File: config.mk
export PLATFORM = sky130hd
export DESIGN_NAME = io_oa_feed
export DESIGN_NICKNAME = d
export VERILOG_FILES = /design/src/rtl/g15_io_pkg.sv /design/src/rtl/io_char_fifo.sv /design/src/rtl/io_oa_feed.sv
export SDC_FILE = /design/constraint.sdc
export NUM_CORES = 1
export LEC_CHECK = 0
export BUFFER_PORTS_ARGS = -buffer_cell sky130_fd_sc_hd__buf_4
export CORE_UTILIZATION = 55
export CTS_CLUSTER_SIZE = 30
export DETAILED_ROUTE_END_ITERATION = 10
export PLACE_DENSITY_LB_ADDON = 0.1
export SYNTH_ARGS = -nofsm -noshare
export SYNTH_HDL_FRONTEND = slang
export SYNTH_SLANG_ARGS = --single-unit
export TNS_END_PERCENT = 30
File: constraint.sdc
create_clock -name CLOCK -period 2.85 [get_ports CLOCK]
set_input_delay 0.57 -clock CLOCK [delete_from_list [all_inputs] [get_ports CLOCK]]
set_output_delay 0.57 -clock CLOCK [all_outputs]
set_load 0.005 [all_outputs]
File: src/rtl/g15_io_pkg.sv
// Shared types and tape-code constants for the G-15 I/O character path.
package g15_io_pkg;

    typedef logic [4:0] oa_code_t;

    localparam oa_code_t CODE_STOP   = 5'b10000;
    localparam oa_code_t CODE_CR     = 5'b10001;
    localparam oa_code_t CODE_TAB    = 5'b10010;
    localparam oa_code_t CODE_MINUS  = 5'b10100;
    localparam oa_code_t CODE_PERIOD = 5'b10101;
    localparam oa_code_t CODE_WAIT   = 5'b10110;
    localparam oa_code_t CODE_RELOAD = 5'b10111;

    typedef enum logic [1:0] {
        IDLE   = 2'd0,
        ALIGN  = 2'd1,
        HOLD   = 2'd2,
        RETIRE = 2'd3
    } feed_state_t;

endpackage

File: src/rtl/io_char_fifo.sv
// Character FIFO, DEPTH x 5 bits, with occupancy count; pointers wrap modulo DEPTH.
module io_char_fifo
    import g15_io_pkg::*;
#(
    parameter int DEPTH = 4
) (
    input  logic                     clk,
    input  logic                     rst,
    input  logic                     push,
    input  logic [4:0]               push_data,
    input  logic                     pop,
    output logic [4:0]               head,
    output logic [$clog2(DEPTH):0]   count,
    output logic                     full,
    output logic                     empty
);

    localparam int AW = $clog2(DEPTH);

    oa_code_t       mem [DEPTH];
    logic [AW-1:0]  wr_ptr;
    logic [AW-1:0]  rd_ptr;

    always_ff @(posedge clk) begin
        if (rst) begin
            wr_ptr <= '0;
            rd_ptr <= '0;
            count  <= '0;
        end else begin
            if (push) wr_ptr <= wr_ptr + 1'b1;
            if (pop)  rd_ptr <= rd_ptr + 1'b1;
            case ({push, pop})
                2'b10:   count <= count + 1'b1;
                2'b01:   count <= count - 1'b1;
                default: ;
            endcase
        end
    end

    // Storage carries data only, so it is left out of reset.
    always_ff @(posedge clk) begin
        if (push) mem[wr_ptr] <= push_data;
    end

    assign head  = mem[rd_ptr];
    assign full  = (count == (AW+1)'(DEPTH));
    assign empty = (count == '0);

endmodule

File: src/rtl/io_oa_feed.sv
// Host-to-OA character feeder aligned to drum word timing.
// Optional odd-parity checking on host_data[5] is enabled by defining G15_IN_PARITY_EN.
module io_oa_feed
    import g15_io_pkg::*;
#(
    parameter int       DEPTH     = 4,
    parameter logic [4:0] STOP_CODE = CODE_STOP
) (
    input  logic                   CLOCK,
    input  logic                   rst,
    input  logic                   T0,
    input  logic                   T29,
    input  logic                   IN,
    input  logic                   OA_TAKE,
    input  logic [5:0]             host_data,
    input  logic                   host_valid,
    output logic                   host_ready,
    output logic                   OA1,
    output logic                   OA2,
    output logic                   OA3,
    output logic                   OA4,
    output logic                   OA5,
    output logic                   CHAR_RDY,
    output logic                   IN_STOP,
    output logic [$clog2(DEPTH):0] FIFO_CNT,
    output logic                   PAR_ERR
);

    feed_state_t state_q, state_d;
    oa_code_t    oa_q, oa_d;
    logic        rdy_q, rdy_d;
    logic        stop_q, stop_d;
    logic        seen_q, seen_d;
    logic        pend_q, pend_d;
    logic        pop;
    logic        wr_en;
    logic        par_ok;
    logic        fifo_full;
    logic        fifo_empty;
    oa_code_t    fifo_head;

`ifdef G15_IN_PARITY_EN
    logic in_d;
    logic par_err_q;

    assign par_ok = ^host_data;

    always_ff @(posedge CLOCK) begin
        if (rst) begin
            in_d      <= 1'b0;
            par_err_q <= 1'b0;
        end else begin
            in_d <= IN;
            if (in_d && !IN)
                par_err_q <= 1'b0;
            else if (host_valid && host_ready && !par_ok)
                par_err_q <= 1'b1;
        end
    end

    assign PAR_ERR = par_err_q;
`else
    logic unused_par;

    assign par_ok     = 1'b1;
    assign unused_par = host_data[5];
    assign PAR_ERR    = 1'b0;
`endif

    assign host_ready = ~fifo_full;
    assign wr_en      = host_valid & host_ready & par_ok;

    io_char_fifo #(.DEPTH(DEPTH)) u_fifo (
        .clk       (CLOCK),
        .rst       (rst),
        .push      (wr_en),
        .push_data (host_data[4:0]),
        .pop       (pop),
        .head      (fifo_head),
        .count     (FIFO_CNT),
        .full      (fifo_full),
        .empty     (fifo_empty)
    );

    always_ff @(posedge CLOCK) begin
        if (rst) begin
            state_q <= IDLE;
            oa_q    <= '0;
            rdy_q   <= 1'b0;
            stop_q  <= 1'b0;
            seen_q  <= 1'b0;
            pend_q  <= 1'b0;
        end else begin
            state_q <= state_d;
            oa_q    <= oa_d;
            rdy_q   <= rdy_d;
            stop_q  <= stop_d;
            seen_q  <= seen_d;
            pend_q  <= pend_d;
        end
    end

    // pend_q remembers whether the retired character was the stop code, since
    // OA may already be cleared when retirement completes.
    always_comb begin
        state_d = state_q;
        oa_d    = oa_q;
        rdy_d   = rdy_q;
        stop_d  = stop_q;
        seen_d  = seen_q;
        pend_d  = pend_q;
        pop     = 1'b0;
        if (!IN) begin
            state_d = IDLE;
            oa_d    = '0;
            rdy_d   = 1'b0;
            stop_d  = 1'b0;
            seen_d  = 1'b0;
            pend_d  = 1'b0;
        end else begin
            unique case (state_q)
                IDLE: begin
                    if (!fifo_empty && !stop_q) state_d = ALIGN;
                end
                ALIGN: begin
                    if (T0 && !fifo_empty) begin
                        pop     = 1'b1;
                        oa_d    = fifo_head;
                        rdy_d   = 1'b1;
                        state_d = HOLD;
                    end
                end
                HOLD: begin
                    if (OA_TAKE) begin
                        rdy_d   = 1'b0;
                        pend_d  = (oa_q == STOP_CODE);
                        state_d = RETIRE;
                        if (T29) begin
                            seen_d = 1'b1;
                            oa_d   = '0;
                        end
                    end
                end
                RETIRE: begin
                    // After a take coincident with T29 this cycle is already T0,
                    // so the next character loads here rather than a word later.
                    if (seen_q) begin
                        seen_d = 1'b0;
                        if (pend_q) begin
                            stop_d  = 1'b1;
                            state_d = IDLE;
                        end else if (T0 && !fifo_empty) begin
                            pop     = 1'b1;
                            oa_d    = fifo_head;
                            rdy_d   = 1'b1;
                            state_d = HOLD;
                        end else begin
                            state_d = ALIGN;
                        end
                    end else if (T29) begin
                        oa_d = '0;
                        if (pend_q) begin
                            stop_d  = 1'b1;
                            state_d = IDLE;
                        end else begin
                            state_d = ALIGN;
                        end
                    end
                end
                default: state_d = IDLE;
            endcase
        end
    end

    assign {OA5, OA4, OA3, OA2, OA1} = oa_q;
    assign CHAR_RDY = rdy_q;
    assign IN_STOP  = stop_q;

endmodule

==> results.md, run 1 <==
- Outcome: complete, no violations
- Row count: 20
- Post-CTS Hold Fix Bufs: 0
- Maximum VDD drop: 346 uV
- Final cycle utilization of the critical path: 0.905
- YS warnings: 0
- First-pass GRT wire length: 4880 um
- PwrDens: 547 nW/um^2
- Worst path bufs/invs: 2
- Worst Hold Class: input port to register
- Largest net degree at the start of global routing: 14
- Post-CTS Resized: 0
- CP Max Fanout: 6
- Tot GR Track Use: 0.202
- Post-Syn Instances: 142
- Grt ovf: 0
- DR vias: 1,138
- Die footprint: 3420 um^2
- Worst Skew: 0.00793 ns
- Max stage delay cell, worst path: dfxtp_1
- Synthesized area: 1750 um^2
- Total CTS buffers: 5
- Clock tree sinks: 40
- Min Tclk post-route: 2.58 ns
- Critical Path RT: 3.13 ns
- Max incr delay on CP: 0.48 ns
- DRT Wirelength: 2840 um
- Max Slew Vio Count: 0
- Die outline height: 58.5 um
- WS Path Type: register to register
- Slew @ Worst Pin: 0.636 ns
- Post-synth EDFFs: 20
- Avg Inst Size Synth: 12.3 um^2
- Max_cap viols: 0
- I/O Pins: 25
- Root Driver: clkbuf_4
- FMAX: 388 MHz
- Setup bufs post-CTS: 0
- CTS tree: built
- Avg WL per Cell: 13.4 um
- Startpoint Class: register
- Layout area overhead: 16.1%
- Seq cells post-synth: 40
- Setup TNS: 0 ns
- Distinct cells, synth: 43
- Core Footprint: 3030 um^2
- Pre-CTS setup slack: 0.229 ns
- Layout net count: 186
- Pre-antenna DRT Iters: 4
- Crit-path cells: or3b_4 -> and2_4 -> clkinv_4 -> ha_1 -> inv_1 -> fa_1 -> xor2_1 -> or3_2 -> a21oi_1
- Initial Util: 0.579
- CP delay by family, top: simple AND/OR/NAND/NOR gates
- Remaining antenna violation count: 0
- Die width: 58.5 um
- Syn nets: 161
- Hold Vio Cnt, Final: 0
- Slew HR: 0.575
- Finish-stage setup viols: 0
- Residual DRC count: 0
- Gp weighted congestion: 0.794
- Async set or reset register ratio after synthesis: 0
- Vias in the first global route: 1,087
- Critical path arrival: 2.86 ns
- Post-route setup slack: 0.270 ns
- Clock-pin slew on the worst setup and hold paths: 0.12 ns
- Initial antenna violation count: 0
- Share of post-route cells with drive strength above 1: 0.292
- Ant. Diodes: 0
- Detailed Route Iter0 Violations: 71
- I/O Buffers: 22
- Worst Setup End Kind: register
- Vias per std cell: 5.37
- RSZ-0062 raised after global routing: false
- DP HPWL: 2140 um
- Seq/Total Area, Yosys: 0.571
- H-tree levels: 2
- Clock Latency Late Sink: 0.35 ns
- Ys flop type: edfxtp_1
- P_leak: 0.000731 uW
- Clock Path Buffers: 2
==> state kept, by name (all words and copies together) (netlist names), 2 cells and up, named ones only <==
signal         count
state_q            2
u_fifo.mem        20
u_fifo.rd_ptr      2
oa_q               5
u_fifo.wr_ptr      2
u_fifo.count       3
==> final timing paths <==
| path | startpoint | slack, ns | endpoint | cells past startpoint |
|---|---|---|---|---|
| setup / recovery | u_fifo.count[2]$_SDFFE_PP0P_ | 0.27 | u_fifo.count[2]$_SDFFE_PP0P_ | 9 |
| hold / removal | host_data[1] | 0.41 | u_fifo.mem[1][1]$_DFFE_PP_ | 1 |
| setup reg to reg | u_fifo.count[2]$_SDFFE_PP0P_ | 0.27 | u_fifo.count[2]$_SDFFE_PP0P_ | 9 |
| hold reg to reg | oa_q[0]$_SDFFE_PP0P_ | 0.48 | oa_q[0]$_SDFFE_PP0P_ | 2 |
==> cell usage in the layout (no fill, tap or decap), drive strengths merged, types with 2 or more instances in the layout <==
cell type,netlist,routed
buf,3,23
dfxtp,20,20
edfxtp,20,20
nor2,11,11
nand2,10,10
o21ai,10,10
inv,7,7
nand3,7,7
mux4,5,5
ha,5,5
clkbuf,2,5
and3,4,4
nand2b,4,4
nor2b,3,3
nor3,3,3
clkinv,1,3
a21oi,3,3
a211oi,3,3
xnor2,2,2
xor2,2,2
and2,2,2
==> report_power, final <==
group          switching [uW]  internal (uW)
registers                17.7            627
logic                    51.7           48.8
clock network             185            183
==> cell families after synthesis <==
logic type | count (synthesis) | share of synthesized area
other | 1 | 0.00214
flip-flops | 40 | 0.571
multiplexers | 6 | 0.0700
adder cells (fa/ha/maj) | 6 | 0.0471
XOR/XNOR | 4 | 0.0200
AND/OR/NAND/NOR | 48 | 0.149
AO/OA/AOI/OAI | 24 | 0.106
buffers and inverters | 13 | 0.0343
==> metrics by stage <==
stage | hold WS, ns | std cells | area [um^2] | util | power [uW]
finish | 0.409 | 212 | 2040 | 0.672 | 1110
global route | 0.382 | 212 | 2040 | 0.672 | 1160
CTS | 0.390 | 212 | 2040 | 0.672 | 1120
detailed placement | 0.471 | 204 | 1960 | 0.646 | 759
global placement | 0.458 | 204 | 1960 | 0.646 | 752
floorplan | 0.460 | 142 | 1750 | - | 719
==> cell usage after synthesis, types with 3 or more instances <==
| cell type | count | area [um^2] |
|---|---|---|
| and3_2 | 4 | 30.0 |
| dfxtp_1 | 20 | 400 |
| edfxtp_1 | 20 | 601 |
| ha_1 | 5 | 62.6 |
| inv_1 | 7 | 26.3 |
| mux4_2 | 5 | 113 |
| nand2_1 | 9 | 33.8 |
| nand2b_1 | 3 | 18.8 |
| nand3_1 | 7 | 35.0 |
| nor2_1 | 11 | 41.3 |
| nor2b_1 | 3 | 18.8 |
| nor3_1 | 3 | 15.0 |
| o21ai_0 | 8 | 40.0 |
==> layer usage <==
layer | GRT usage | wire (um)
met3 | 0.0659 | 113
met4 | 0.105 | 63
met2 | 0.330 | 1410
met1 | 0.240 | 1250
met5 | 0 | 0
==> worst reg2reg max path: cells and delay by family, from the launching register on <==
kind            cells  cell delay [ns]
fa+ha+maj           2             0.55
compound gates      1             0.16
flops               1             0.48
xor+xnor            1             0.16
simple gates        3             1.05
buf+inv             2             0.12
==> cell type report <==
cell class	instances	area [um^2]
flip-flops and latches	40	1000
multi-input cells	89	692
clock inverters	3	42.5
fillers	233	992
repair buffers	23	173
clock buffers	5	37.5
well taps	44	55.1
inverters	8	35.0
(Power assumes the default switching activity.)
==> inputs of run 2 (changes only) <==
--- a/config.mk
+++ b/config.mk
@@ -5,6 +5,7 @@
 export SDC_FILE = /design/constraint.sdc
 export NUM_CORES = 1
 export LEC_CHECK = 0
+export ABC_AREA = 1
 export BUFFER_PORTS_ARGS = -buffer_cell sky130_fd_sc_hd__buf_4
 export CORE_UTILIZATION = 55
 export CTS_CLUSTER_SIZE = 30
==> run 2 against run 1 <==
Flip-flop and latch count is the same. Count of clock-buffer cells in the layout up 1. Combinational power increased by 13%. Wire length grew 22%. Cell count increased by 33%. Die area increased by 5.6%. Total power is 8.7% higher. Maximum frequency is 24% higher. Critical path type unchanged. Largest cell class unchanged. Highest routed layer unchanged.
==> results.md, run 2 <==
- Area share of the largest cell type after synthesis: 0.324 (-0.0187)
- Max reg flops: 20 (unchanged)
- Commonest non-fill, non-tap cell in the layout: nand2_1
- I/O Buffers: 22 (unchanged)
- DP HPWL: 2590 um (+21%)
- Max incr delay on CP: 0.53 ns (+0.05 ns)
- Share of post-route cells with drive strength above 1: 0.169 (-0.123)
- Async set or reset register ratio after synthesis: 0 (unchanged)
- Post-Syn Instances: 212 (+49%)
- Die width: 60.1 um (+2.8%)
- Final cycle utilization of the critical path: 0.729 (-0.176)
- FMAX: 481 MHz (+24%)
- I/O Pins: 25 (unchanged)
- Ys flop type: edfxtp_1
- Most frequent cells in the layout: 42 x nand2_1, 27 x nor2_1, 26 x inv_1, 22 x buf_4
- Synthesized area: 1850 um^2 (+5.8%)
- Most common cell in the netlist: nand2_1
- PwrDens: 568 nW/um^2 (+3.9%)
- Avg Inst Size Synth: 8.75 um^2 (-29%)
- YS warnings: 0 (unchanged)
- P_leak: 0.000879 uW (+20%)
- Post-CTS Hold Fix Bufs: 0 (unchanged)
- Root Driver: clkbuf_4
- Slew HR: 0.640 (+0.0642)
- RSZ-0062 raised after global routing: false
- Vias per std cell: 5.13 (-4.4%)
- WS Path Type: register to register
- Biggest register: u_fifo.mem
- Layout net count: 255 (+37%)
- Remaining antenna violation count: 0 (unchanged)
- Initial Util: 0.593 (+0.0139)
- Clock Path Buffers: 2 (unchanged)
- Ant. Diodes: 0 (unchanged)
- Initial antenna violation count: 0 (unchanged)
- Finish-stage setup viols: 0 (unchanged)
- Max stage delay cell, worst path: dfxtp_1
- Critical Path RT: 3.08 ns (-0.05 ns)
- Residual DRC count: 0 (unchanged)
- Clock Latency Late Sink: 0.35 ns (about the same)
- Pre-antenna DRT Iters: 4 (unchanged)
- Syn nets: 231 (+43%)
- Tot GR Track Use: 0.226 (+0.0235)
- Startpoint Class: register
- Fillers: 278 (+19%)
- Post-CTS Resized: 0 (unchanged)
- Max Slew Vio Count: 0 (unchanged)
- Final Util: 0.681 (+0.00849)
- Detailed Route Iter0 Violations: 77 (+8.5%)
- Vias in the first global route: 1,320 (+21%)
- Min Tclk post-route: 2.08 ns (-0.501 ns)
- DRT Wirelength: 3470 um (+22%)
- Grt ovf: 0 (unchanged)
- Top post-synthesis cells by count: 42 x nand2_1, 27 x nor2_1, 26 x inv_1
- Slew @ Worst Pin: 0.539 ns (-0.0969 ns)
- Setup bufs post-CTS: 0 (unchanged)
- Core Footprint: 3130 um^2 (+3.3%)
- CTS tree: built
- Die footprint: 3610 um^2 (+5.6%)
- Row count: 20 (unchanged)
- H-tree levels: 2 (unchanged)
- Worst Setup End Kind: register
- Setup TNS: 0 ns (unchanged)
- Gp weighted congestion: 0.942 (+19%)
- Total CTS buffers: 5 (unchanged)
- Clock-pin slew on the worst setup and hold paths: 0.12 ns (about the same)
- Crit-path cells: nand2_1 -> a21oi_2 -> nand2_2 -> clkinv_2 -> ha_1 -> inv_1 -> fa_1 -> a21oi_1 -> o21ai_0 -> o21ai_0 -> a21oi_1
- CP Max Fanout: 9 (+3)
- Hold Vio Cnt, Final: 0 (unchanged)
- Total Power: 1210 uW (+8.7%)
- DR vias: 1,442 (+27%)
- Max_cap viols: 0 (unchanged)
- Critical path arrival: 2.31 ns (-0.55 ns)
- Distinct cells, synth: 27 (-37%)
- Seq cells post-synth: 40 (unchanged)
- Maximum VDD drop: 334 uV (-3.4%)
- Largest net degree at the start of global routing: 15 (+1)
- Die outline height: 60.1 um (+2.8%)
- Area leader, netlist: edfxtp_1
- Clock tree sinks: 40 (unchanged)
- First-pass GRT wire length: 5760 um (+18%)
- Top flop regs: u_fifo.mem: 20 flops, oa_q: 5 flops, u_fifo.count: 3 flops
- Seq/Total Area, Yosys: 0.540 (-0.0312)
- Worst Hold Class: input port to register
- Worst Skew: 0.0108 ns (+0.00287 ns)
- Synth top area cells: edfxtp_1 32%, dfxtp_1 22%, nand2_1 8.5%
- Layout area overhead: 14.8%
- Avg WL per Cell: 12.3 um (-7.7%)
- Post-synth EDFFs: 20 (unchanged)
- Outcome: complete, no violations
run 2: changes by cell type in the layout (fill, tap and decap cells not counted), sizes merged, moves of 5 or more:
| cell | before | now |
|---|---|---|
| a21oi | 3 | 19 |
| inv | 7 | 28 |
| mux4 | 5 | 0 |
| nand2 | 10 | 45 |
| nor2 | 11 | 30 |
| o211ai | 0 | 5 |
run 2: cell type report:
class	count	area [um^2]	area share
multi-input cells	138	697	0.327
inverters	29	110	0.0517
well taps	44	55.1	0.0259
flip-flops and latches	40	1000	0.470
repair buffers	22	165	0.0776
clock inverters	2	60.1	0.0282
clock buffers	6	41.3	0.0194
run 2: kinds of logic (layout without fill, tap and decap cells):
logic type / Yosys count / after routing / synth area share
AO/OA/AOI/OAI: 40 / 40 / 0.122
other: 1 / 1 / 0.00202
AND/OR/NAND/NOR: 91 / 91 / 0.207
buffers and inverters: 34 / 59 / 0.0843
adder cells (fa/ha/maj): 6 / 6 / 0.0445
flip-flops: 40 / 40 / 0.540
run 2: report_power, final:
| group | internal, uW | total (uW) | leakage, uW | switching [uW] |
|---|---|---|---|---|
| clock | 274 | 457 | 0.0000525 | 184 |
| sequential | 626 | 639 | 0.000346 | 13.0 |
| combinational | 41.5 | 113 | 0.000481 | 71.6 |
| total | 941 | 1210 | 0.000879 | 268 |
run 2: worst paths after layout:
check	startpoint	to	slack, ns	cells past startpoint
max	state_q[0]$_SDFFE_PP0P_	u_fifo.count[2]$_SDFFE_PP0P_	0.77	11
min reg2reg	IN_STOP$_SDFFE_PP0P_	IN_STOP$_SDFFE_PP0P_	0.49	2
max reg2reg	state_q[0]$_SDFFE_PP0P_	u_fifo.count[2]$_SDFFE_PP0P_	0.77	11
min	rst	u_fifo.count[1]$_SDFFE_PP0P_	0.40	2
run 2: worst max-delay path: cells and delay by family, from the launching register on:
kind | cells | cell delay, ns
AOI/OAI and AO/OA | 5 | 0.59
adders and majority gates | 2 | 0.52
buffers and inverters | 2 | 0.13
DFF | 1 | 0.53
and+or+nand+nor | 2 | 0.19
run 2: layer usage:
layer	wire length (um)	up-vias	part of all wire	track usage
li1	-	745	-	-
met4	35	0	0.010	0.0664
met5	0	-	0	0
met1	1530	653	0.44	0.282
met3	211	4	0.061	0.0779
met2	1700	40	0.49	0.370
run 2: per-stage QoR:
stage / instance area, um^2 / hold WS [ns] / cells / setup WS (ns)
2_1_floorplan: 1850 / 0.466 / 212 / 0.799
3_3_place_gp: 2030 / 0.467 / 273 / 0.578
3_5_place_dp: 2030 / 0.478 / 273 / 0.539
4_1_cts: 2130 / 0.400 / 281 / 0.775
5_1_grt: 2130 / 0.378 / 281 / 0.568
6_report: 2130 / 0.401 / 281 / 0.772
==> inputs of run 3 (changes only) <==
--- a/config.mk
+++ b/config.mk
@@ -5,7 +5,7 @@
 export SDC_FILE = /design/constraint.sdc
 export NUM_CORES = 1
 export LEC_CHECK = 0
-export ABC_AREA = 1
+export ABC_AREA = 0
 export BUFFER_PORTS_ARGS = -buffer_cell sky130_fd_sc_hd__buf_4
 export CORE_UTILIZATION = 55
 export CTS_CLUSTER_SIZE = 30
==> constraint.sdc (replaced) <==
create_clock -name CLOCK -period 2.1 [get_ports CLOCK]
set_input_delay 0.42 -clock CLOCK [delete_from_list [all_inputs] [get_ports CLOCK]]
set_output_delay 0.42 -clock CLOCK [all_outputs]
set_load 0.005 [all_outputs]
==> run 3 against run 2 <==
The flow now finishes with violations (setup timing). Setup slack worse by 0.79 ns. Via count decreased by 18%. Wire length is 15% lower. Count of clock-buffer cells in the layout unchanged. Total power up 17%. Sequential share of layout area shrank 0.82 points. Combinational power is 56% higher. Core utilization increased by 3.9 points. Clock skew decreased by 0.0016 ns. Flip-flop and latch count is the same. Critical path type unchanged. Largest cell class unchanged. Highest routed layer unchanged.
==> results.md, run 3 (synthesis results as in run 1) <==
- Finish-stage setup viols: 1 (+1)
- Critical Path RT: 2.38 ns (-0.70 ns)
- Crit-path cells: or3b_4 -> and2_4 -> clkinv_4 -> ha_4 -> inv_2 -> fa_2 -> xor2_1 -> or3_4 -> a21oi_2
- Post-route setup slack: -0.0137 ns (-0.785 ns)
- Commonest non-fill, non-tap cell in the layout: buf_4
- Pre-antenna DRT Iters: 4 (unchanged)
- PwrDens: 650 nW/um^2 (+15%)
- Tot GR Track Use: 0.198 (-0.0274)
- Hold Path End: u_fifo.mem[0][1]$_DFFE_PP_
- Worst hold path depth: 1 (-1)
- Row count: 20 (unchanged)
- Startpoint Class: register
- CP Max Fanout: 4 (-5)
- Layout area overhead: 24.3%
- Layout net count: 204 (-20%)
- Multi-input logic area: 717 um^2 (+2.9%)
- Max incr delay on CP: 0.40 ns (-0.13 ns)
- Gp weighted congestion: 0.794 (-16%)
- Initial antenna violation count: 0 (unchanged)
- Avg WL per Cell: 12.8 um (+4.0%)
- Max Slew Vio Count: 0 (unchanged)
- Placed Area: 2110 um^2 (+4.0%)
- Vias per std cell: 5.11 (-0.36%)
- Initial Util: 0.579 (-0.0139)
- First-pass GRT wire length: 4870 um (-15%)
- Slew @ Worst Pin: 0.688 ns (+0.150 ns)
- Total CTS buffers: 5 (unchanged)
- Worst Setup End Kind: register
- Biggest register: u_fifo.mem
- H-tree levels: 2 (unchanged)
- Grt ovf: 0 (unchanged)
- Critical path arrival: 2.40 ns (+0.09 ns)
- Flop2flop setup slack: -0.01 ns (-0.79 ns)
- DP HPWL: 2240 um (-14%)
- DR vias: 1,176 (-18%)
- Clock Path Buffers: 2 (unchanged)
- Hold_sp: host_data[1]
- Final Util: 0.719 (+0.0386)
- Min Tclk post-route: 2.11 ns (+0.0355 ns)
- P_leak: 0.000813 uW (-7.5%)
- Final instance area: 2180 um^2 (+2.3%)
- Share of post-route cells with drive strength above 1: 0.409 (+0.240)
- CTS tree: built
- RSZ-0062 raised after global routing: true
- Register area: 1010 um^2 (+0.50%)
- WS Path Type: register to register
- Post-Layout Cell Count: 230 (-18%)
- Ant. Diodes: 0 (unchanged)
- Fillers: 231 (-17%)
- Most frequent cells in the layout: 40 x buf_4, 20 x edfxtp_1, 16 x dfxtp_1, 11 x nor2_1, 9 x nand2_1
- Die width: 58.5 um (-2.7%)
- Core Footprint: 3030 um^2 (-3.2%)
- Vias in the first global route: 1,102 (-17%)
- Root Driver: clkbuf_4
- Detailed Route Iter0 Violations: 65 (-16%)
- Remaining antenna violation count: 0 (unchanged)
- Failing checks: setup timing
- Maximum VDD drop: 501 uV (+50%)
- Max stage delay cell, worst path: or3b_4
- FMAX: 473 MHz (-1.7%)
- Total Power: 1420 uW (+17%)
- FF-to-FF path depth: 9 (-2)
- Final cycle utilization of the critical path: 1.01 (+0.277)
- Hold Vio Cnt, Final: 0 (unchanged)
- Max_cap viols: 0 (unchanged)
- Top flop regs: u_fifo.mem: 20 flops, oa_q: 5 flops, u_fifo.count: 3 flops
- Worst Hold Class: input port to register
- Outcome: complete, but fails checks
- Worst reg2reg endpoint: u_fifo.count[2]$_SDFFE_PP0P_
- I/O Buffers: 22 (unchanged)
- Clock tree sinks: 40 (unchanged)
- Die footprint: 3420 um^2 (-5.3%)
- Max reg flops: 20 (unchanged)
- Largest net degree at the start of global routing: 14 (-1)
- Residual DRC count: 0 (unchanged)
- Clock Latency Late Sink: 0.34 ns (about the same)
- Die outline height: 58.5 um (-2.7%)
- Placed cells: 221 (-19%)
- DRT Wirelength: 2960 um (-15%)
- Slew HR: 0.540 (-0.0993)
- Reg-to-Reg Start: u_fifo.count[0]$_SDFFE_PP0P_
- I/O Pins: 25 (unchanged)
- Worst Skew: 0.00920 ns (-0.00160 ns)
- Clock-pin slew on the worst setup and hold paths: 0.12 ns (about the same)
run 3: cell types whose count changed in the layout (fill, tap and decap cells not counted), moves of 5 or more:
cell | previous run | this run
buf_4 | 22 | 40
o211ai_1 | 5 | 0
inv_1 | 26 | 6
mux4_2 | 0 | 5
nor2_1 | 27 | 11
a21oi_1 | 17 | 1
o21ai_0 | 13 | 8
nand2_1 | 42 | 9
run 3: power by group:
group	internal [uW]	total [uW]	switching (uW)	leakage, uW
registers	851	867	15.6	0.000347
clock network	129	374	244	0.0000282
logic	91.9	176	84.2	0.000438
run 3: worst max path at each step:
stage	from	end	slack, ns	depth (start not counted)
6_report	u_fifo.count[0]$_SDFFE_PP0P_	u_fifo.count[2]$_SDFFE_PP0P_	-0.01	9
5_1_grt	u_fifo.count[1]$_SDFFE_PP0P_	u_fifo.count[2]$_SDFFE_PP0P_	-0.07	10
4_1_cts	u_fifo.count[0]$_SDFFE_PP0P_	u_fifo.count[2]$_SDFFE_PP0P_	-0.008	9
3_5_place_dp	T0	u_fifo.count[2]$_SDFFE_PP0P_	-0.06	10
3_3_place_gp	T0	u_fifo.count[2]$_SDFFE_PP0P_	-0.02	10
2_1_floorplan	pend_q$_SDFFE_PP0P_	u_fifo.count[2]$_SDFFE_PP0P_	-0.11	9
run 3: layout make-up:
cell class	count	share of cell area
repair buffers	41	0.143
flip-flops and latches	40	0.462
inverters	8	0.0161
clock buffers	6	0.0190
well taps	44	0.0253
multi-input cells	89	0.329
clock inverters	2	0.00574
run 3: repair_timing:
| action | CTS | global route |
|---|---|---|
| setup buffers | 1 | 0 |
| gates resized for setup | 1 | 1 |
| pin swaps | 4 | 1 |
| hold buffers | 0 | 0 |
| endpoints found under the setup margin | 1 | 1 |
run 3: critical path: cells and delay by family, from the launching register on:
family,cells,cell delay [ns]
flops,1,0.36
buf+inv,2,0.08
simple gates,3,0.89
xor+xnor,1,0.16
compound gates,1,0.11
fa+ha+maj,2,0.46
run 3: per-stage QoR:
stage | setup slack [ns] | hold slack [ns] | setup TNS, ns
2_1_floorplan | -0.109 | 0.460 | -0.109
3_3_place_gp | -0.0222 | 0.456 | -0.0222
3_5_place_dp | -0.0559 | 0.468 | -0.0559
4_1_cts | -0.00763 | 0.255 | -0.00763
5_1_grt | -0.0661 | 0.248 | -0.0661
6_report | -0.0137 | 0.271 | -0.0137
run 3: layer usage:
metal / up-vias / wire [um] / track usage
met3: 7 / 110 / 0.0484
met1: 541 / 1370 / 0.250
li1: 598 / - / -
met5: - / 0 / 0
met2: 30 / 1410 / 0.310
met4: 0 / 62 / 0.122
